--- config.mk ---
export PLATFORM = sky130hd
export DESIGN_NAME = cnn_upsampling_nn_stream
export DESIGN_NICKNAME = d
export VERILOG_FILES = /design/src/rtl/cnn_upsampling_nn_stream.sv
export SDC_FILE = /design/constraint.sdc
export NUM_CORES = 1
export LEC_CHECK = 0
export BUFFER_PORTS_ARGS = -buffer_cell sky130_fd_sc_hd__buf_2
export CAP_MARGIN = 20
export CORE_MARGIN = 2
export CORE_UTILIZATION = 50
export CTS_CLUSTER_SIZE = 12
export DETAILED_ROUTE_END_ITERATION = 16
export PLACE_DENSITY_LB_ADDON = 0.25
export SYNTH_ARGS = -nofsm -noshare
export SYNTH_HDL_FRONTEND = slang
export SYNTH_SLANG_ARGS = --single-unit
--- constraint.sdc ---
create_clock -name clk -period 3.4 [get_ports clk]
set_input_delay 0.34 -clock clk [delete_from_list [all_inputs] [get_ports clk]]
set_output_delay 0.34 -clock clk [all_outputs]
set_load 0.02 [all_outputs]
--- src/rtl/cnn_upsampling_nn_stream.sv ---
// Streaming nearest-neighbour upsampler (factor SCALE) using ping-pong row buffers.
// Optional UPSAMPLING_ZERO_FILL_EN adds mode_zero for zero-insertion instead of replication.
module cnn_upsampling_nn_stream #(
  parameter int unsigned DATA_WIDTH   = 16,
  parameter int unsigned IMAGE_WIDTH  = 16,
  parameter int unsigned IMAGE_HEIGHT = 16,
  parameter int unsigned CHANNEL_NUM  = 256,
  parameter int unsigned SCALE        = 4,
  parameter int unsigned ADDR_WIDTH   = (IMAGE_WIDTH > 1) ? $clog2(IMAGE_WIDTH) : 1
) (
  input  logic                  clk,
  input  logic                  reset,
`ifdef UPSAMPLING_ZERO_FILL_EN
  input  logic                  mode_zero,
`endif
  input  logic                  valid_in,
  output logic                  ready_in,
  input  logic [DATA_WIDTH-1:0] pxl_in,
  output logic [DATA_WIDTH-1:0] pxl_out,
  output logic                  valid_out,
  input  logic                  ready_out,
  output logic                  last_out
);

  localparam int unsigned REP_W = (SCALE > 1) ? $clog2(SCALE) : 1;
  localparam int unsigned ROW_W = (IMAGE_HEIGHT > 1) ? $clog2(IMAGE_HEIGHT) : 1;
  localparam int unsigned CH_W  = (CHANNEL_NUM > 1) ? $clog2(CHANNEL_NUM) : 1;

  localparam logic [ADDR_WIDTH-1:0] COL_MAX = ADDR_WIDTH'(IMAGE_WIDTH - 1);
  localparam logic [REP_W-1:0]      REP_MAX = REP_W'(SCALE - 1);
  localparam logic [ROW_W-1:0]      ROW_MAX = ROW_W'(IMAGE_HEIGHT - 1);
  localparam logic [CH_W-1:0]       CH_MAX  = CH_W'(CHANNEL_NUM - 1);

  logic [DATA_WIDTH-1:0] bank_q [2][IMAGE_WIDTH];
  logic [DATA_WIDTH-1:0] bank_d [2][IMAGE_WIDTH];
  logic [ADDR_WIDTH-1:0] wcol_q, wcol_d, ocol_q, ocol_d;
  logic [REP_W-1:0]      rep_c_q, rep_c_d, rep_r_q, rep_r_d;
  logic [ROW_W-1:0]      orow_q, orow_d;
  logic [CH_W-1:0]       och_q, och_d;
  logic [1:0]            full_q, full_d;
  logic                  wr_bank_q, wr_bank_d, rd_bank_q, rd_bank_d;
  logic [DATA_WIDTH-1:0] pxl_out_q, pxl_out_d;
  logic                  valid_out_q, valid_out_d, last_out_q, last_out_d;
  logic                  in_acc, load;
`ifdef UPSAMPLING_ZERO_FILL_EN
  logic                  mode_q, mode_d;
`endif

  assign ready_in  = !reset && !full_q[wr_bank_q];
  assign in_acc    = valid_in && ready_in;
  assign load      = full_q[rd_bank_q] && (!valid_out_q || ready_out);
  assign pxl_out   = pxl_out_q;
  assign valid_out = valid_out_q;
  assign last_out  = last_out_q;

  // Next-state for both the write (fill) and read (replicate) sides
  always_comb begin
    bank_d      = bank_q;
    wcol_d      = wcol_q;
    wr_bank_d   = wr_bank_q;
    rd_bank_d   = rd_bank_q;
    full_d      = full_q;
    ocol_d      = ocol_q;
    rep_c_d     = rep_c_q;
    rep_r_d     = rep_r_q;
    orow_d      = orow_q;
    och_d       = och_q;
    pxl_out_d   = pxl_out_q;
    valid_out_d = valid_out_q;
    last_out_d  = last_out_q;
`ifdef UPSAMPLING_ZERO_FILL_EN
    // Frame-stable mode: only latched while idle at the start of a frame
    mode_d = (och_q == '0 && orow_q == '0 && !valid_out_q) ? mode_zero : mode_q;
`endif

    if (in_acc) begin
      bank_d[wr_bank_q][wcol_q] = pxl_in;
      if (wcol_q == COL_MAX) begin
        wcol_d            = '0;
        full_d[wr_bank_q] = 1'b1;
        wr_bank_d         = ~wr_bank_q;
      end else begin
        wcol_d = wcol_q + ADDR_WIDTH'(1);
      end
    end

    if (load) begin
      pxl_out_d = bank_q[rd_bank_q][ocol_q];
`ifdef UPSAMPLING_ZERO_FILL_EN
      if (mode_d && (rep_c_q != '0 || rep_r_q != '0)) pxl_out_d = '0;
`endif
      valid_out_d = 1'b1;
      last_out_d  = (orow_q == ROW_MAX) && (rep_r_q == REP_MAX) &&
                    (ocol_q == COL_MAX) && (rep_c_q == REP_MAX);
      if (rep_c_q != REP_MAX) begin
        rep_c_d = rep_c_q + REP_W'(1);
      end else begin
        rep_c_d = '0;
        if (ocol_q != COL_MAX) begin
          ocol_d = ocol_q + ADDR_WIDTH'(1);
        end else begin
          ocol_d = '0;
          if (rep_r_q != REP_MAX) begin
            rep_r_d = rep_r_q + REP_W'(1);
          end else begin
            // Row fully replicated: release its bank to the writer
            rep_r_d           = '0;
            full_d[rd_bank_q] = 1'b0;
            rd_bank_d         = ~rd_bank_q;
            if (orow_q != ROW_MAX) begin
              orow_d = orow_q + ROW_W'(1);
            end else begin
              orow_d = '0;
              och_d  = (och_q == CH_MAX) ? '0 : och_q + CH_W'(1);
            end
          end
        end
      end
    end else if (valid_out_q && ready_out) begin
      valid_out_d = 1'b0;
      last_out_d  = 1'b0;
    end
  end

  always_ff @(posedge clk) begin
    if (reset) begin
      wcol_q      <= '0;
      wr_bank_q   <= 1'b0;
      rd_bank_q   <= 1'b0;
      full_q      <= '0;
      ocol_q      <= '0;
      rep_c_q     <= '0;
      rep_r_q     <= '0;
      orow_q      <= '0;
      och_q       <= '0;
      pxl_out_q   <= '0;
      valid_out_q <= 1'b0;
      last_out_q  <= 1'b0;
`ifdef UPSAMPLING_ZERO_FILL_EN
      mode_q      <= 1'b0;
`endif
    end else begin
      wcol_q      <= wcol_d;
      wr_bank_q   <= wr_bank_d;
      rd_bank_q   <= rd_bank_d;
      full_q      <= full_d;
      ocol_q      <= ocol_d;
      rep_c_q     <= rep_c_d;
      rep_r_q     <= rep_r_d;
      orow_q      <= orow_d;
      och_q       <= och_d;
      pxl_out_q   <= pxl_out_d;
      valid_out_q <= valid_out_d;
      last_out_q  <= last_out_d;
`ifdef UPSAMPLING_ZERO_FILL_EN
      mode_q      <= mode_d;
`endif
    end
  end

  // Row storage carries no reset; the full flags gate all reads
  always_ff @(posedge clk) begin
    bank_q <= bank_d;
  end

endmodule

==> metrics.yaml <==
vdd_ir_drop_max_uv: 315.9
cts_sinks: 550
core.rowCount: 75
global_route.overflow_total: 0
hpwlAfterDp_um: 29140
finalMaxSlewViolations: 0
cap_violations: 0
synthesis.yosys.warnings: 0
core_um2: 42130
drc: 0
clock_tree.buffer_depth: 3
regToRegStartpoint: "rd_bank_q"
synth.ff_latch_count: 550
gr-usage-all-layers_pct: 23.10
synthToLayoutAreaGrowth_pct: 12.35
post_cts.resized_instances: 0
detail_route.vias_per_cell: 6.215
timing.final.setup_violations: 0
n_antenna_cell: 0
clk_pin_slew_ns: 0.06
grt_start_max_net_pins: 41
first_global_vias: 10510
worst-endpoint-required_ns: 3.87
setup_total_negative_slack_ns: 0
min_from: "ready_out"
finalHoldViolCount: 0
ctsHoldBuffers: 0
post_drt_wl_per_cell_um: 28.89
detail_route.wirelength_um: 49770
post-route-worst-setup-slack_ns: 0.4446
clock_latency_ns: 0.60
worstHoldPathType: "input port to flip-flop"
timing.slew.headroom_pct: 41.89
syn-instance-count: 1044
setup_repair_after_global_routing_missed_its_margin: "false"
route.vias.total: 10710
fmaxAchievable_ghz: 0.3384
starting_drc_count_in_detailed_routing: 1178
period_needed_ns: 2.955
worst_setup_path_start_kind: "flip-flop"
worst_setup_ep_type: "flip-flop"
synth-seq-area-share_pct: 75.30
fp.dieArea_um2: 44530
y_dimension_of_the_die_um: 211.0
power_per_cell_area_nw_per_um2: 546.4
layout.cells.most_common: "edfxtp_1"
cts_root_buf: "clkbuf_16"
asyncSetResetFlopFracSynth_pct: 0
final_cells: 1723
crit_start: "rd_bank_q"
post-cts-setup-buffers: 0
final_net_count: 1173
setup.worst_path.class: "flip-flop to flip-flop"
grt_first_pass_wirelength_um: 72690
timing_worst_slew_pin_value_ns: 0.8695
drtAntennaViolNets: 0
run_status: "completed"
path_max_fanout: 35
synthesis.area_per_instance_um2: 20.53
layout-drive-gt1-share_pct: 24.83
tritoncts: "yes"
net_count_synth: 1072
cts-buffers-inserted: 54
synthFlopType: "edfxtp_1"
power_leakage_nw: 7.499
netlist_area_um2: 21430
globalplace.congestion: 0.7953
layout_common_cells: "edfxtp_1, mux4_2, mux2i_1, buf_4, clkbuf_16"
die-width_um: 211.0
cts_h_tree_lvls: 2
final.setup_skew_ns: 0.01977
dp_worst_setup_slack_ns: 0.3763
io-pin-count: 39
final_min_period_over_clock_period_pct: 86.92
antenna_found_initial: 1
worst-endpoint-arrival_ns: 3.42
buffer_ports.inserted: 38
post_synth_num_cell_types: 55
initial_core_util_pct: 50.86
detailedRoute.firstPassIterationCount: 5
synth_edf_count: 512
post-place-cells: 1628
-- cell usage after synthesis, types with 4 or more instances --
master,count,area (µm²)
edfxtp_1,512,15370
mux4_2,87,1959
mux2i_1,71,710.7
nor2_1,40,150.1
dfxtp_1,38,760.7
a22o_1,30,262.8
nand2_1,29,108.9
clkbuf_1,22,82.58
a211oi_1,16,120.1
buf_2,16,80.08
o221ai_1,15,131.4
o22ai_1,15,93.84
a21oi_1,13,65.06
a2111oi_2,11,165.2
mux4_1,9,236.5
ha_1,8,100.1
o41ai_2,8,130.1
nor3_1,7,35.03
o41ai_1,7,61.31
buf_12,6,120.1
buf_6,6,67.56
nand3_1,6,30.03
o21ai_0,6,30.03
xnor2_1,6,52.55
inv_1,5,18.77
buf_1,4,15.01
buf_4,4,30.03
nand2b_1,4,25.02
nor2b_1,4,25.02
-- worst max-delay path, stage by stage, from the launching register on --
cell and delay [ns]:
dfxtp_4 0.85, buf_12 0.30, mux4_1 0.59, a22o_1 0.25, a2111oi_2 0.66, o41ai_2 0.12
-- routing by layer --
layer | part of all wire (%) | GRT usage (%)
met3 | 6.5 | 3.866
met5 | 0 | 0
met2 | 48 | 36.14
met4 | 2.3 | 6.192
met1 | 43 | 34.10
-- per-stage QoR --
| stage | utilization, % | cell area [µm²] | total power (W) | hold slack [ns] |
|---|---|---|---|---|
| 4_1_cts | 57.14 | 24080 | 0.01325 | 0.2406 |
| 3_3_place_gp | 53.29 | 22450 | 0.007761 | 0.4486 |
| 3_5_place_dp | 53.29 | 22450 | 0.007772 | 0.4584 |
| 5_1_grt | 57.14 | 24080 | 0.01350 | 0.2740 |
| 2_1_floorplan | - | 21430 | 0.007617 | 0.4389 |
| 6_report | 57.14 | 24080 | 0.01316 | 0.2741 |
-- flip-flops by register name, indices dropped and copies added, names as in the netlist --
register and cells:
wr_bank_q 1, valid_out 1, pxl_out 16, ocol_q 4, full_q 2, last_out 1, bank_q 512, orow_q 4
rd_bank_q 1, rep_r_q 2, rep_c_q 2, wcol_q 4
-- cells by family (layout without fill, tap and decap cells) --
family                     count (synthesis)  after routing  share of synthesized area (%)
AOI/OAI and AO/OA                        133            133                          5.623
xor gates and xnor gates                   7              7                         0.2861
adders and majority gates                  8              8                         0.4671
buffers and inverters                     67            207                          2.184
DFF                                      550            550                          75.30
muxes                                    169            169                          13.69
and+or+nand+nor                          110            110                          2.458
-- worst paths after layout --
kind,depth (start not counted),endpoint,slack [ns]
min reg2reg,2,rep_c_q[1],0.47
max,5,pxl_out[6],0.44
min,3,valid_out,0.27
max reg2reg,5,pxl_out[6],0.44
-- final cells by class --
class	count	area, µm²
clock buffers	91	1604
flip-flops and latches	550	16150
inverters	5	18.77
fillers	3069	18060
repair buffers	107	770.7
well taps	539	674.4
clock inverters	4	20.02
multi-input cells	427	4843
-- where the power goes --
part | internal, W | switching, W
sequential | 0.00741 | 0.00000554
combinational | 0.0000422 | 0.000173
clock | 0.00318 | 0.00235
total | 0.0106 | 0.00253
(Power assumes the default switching activity.)
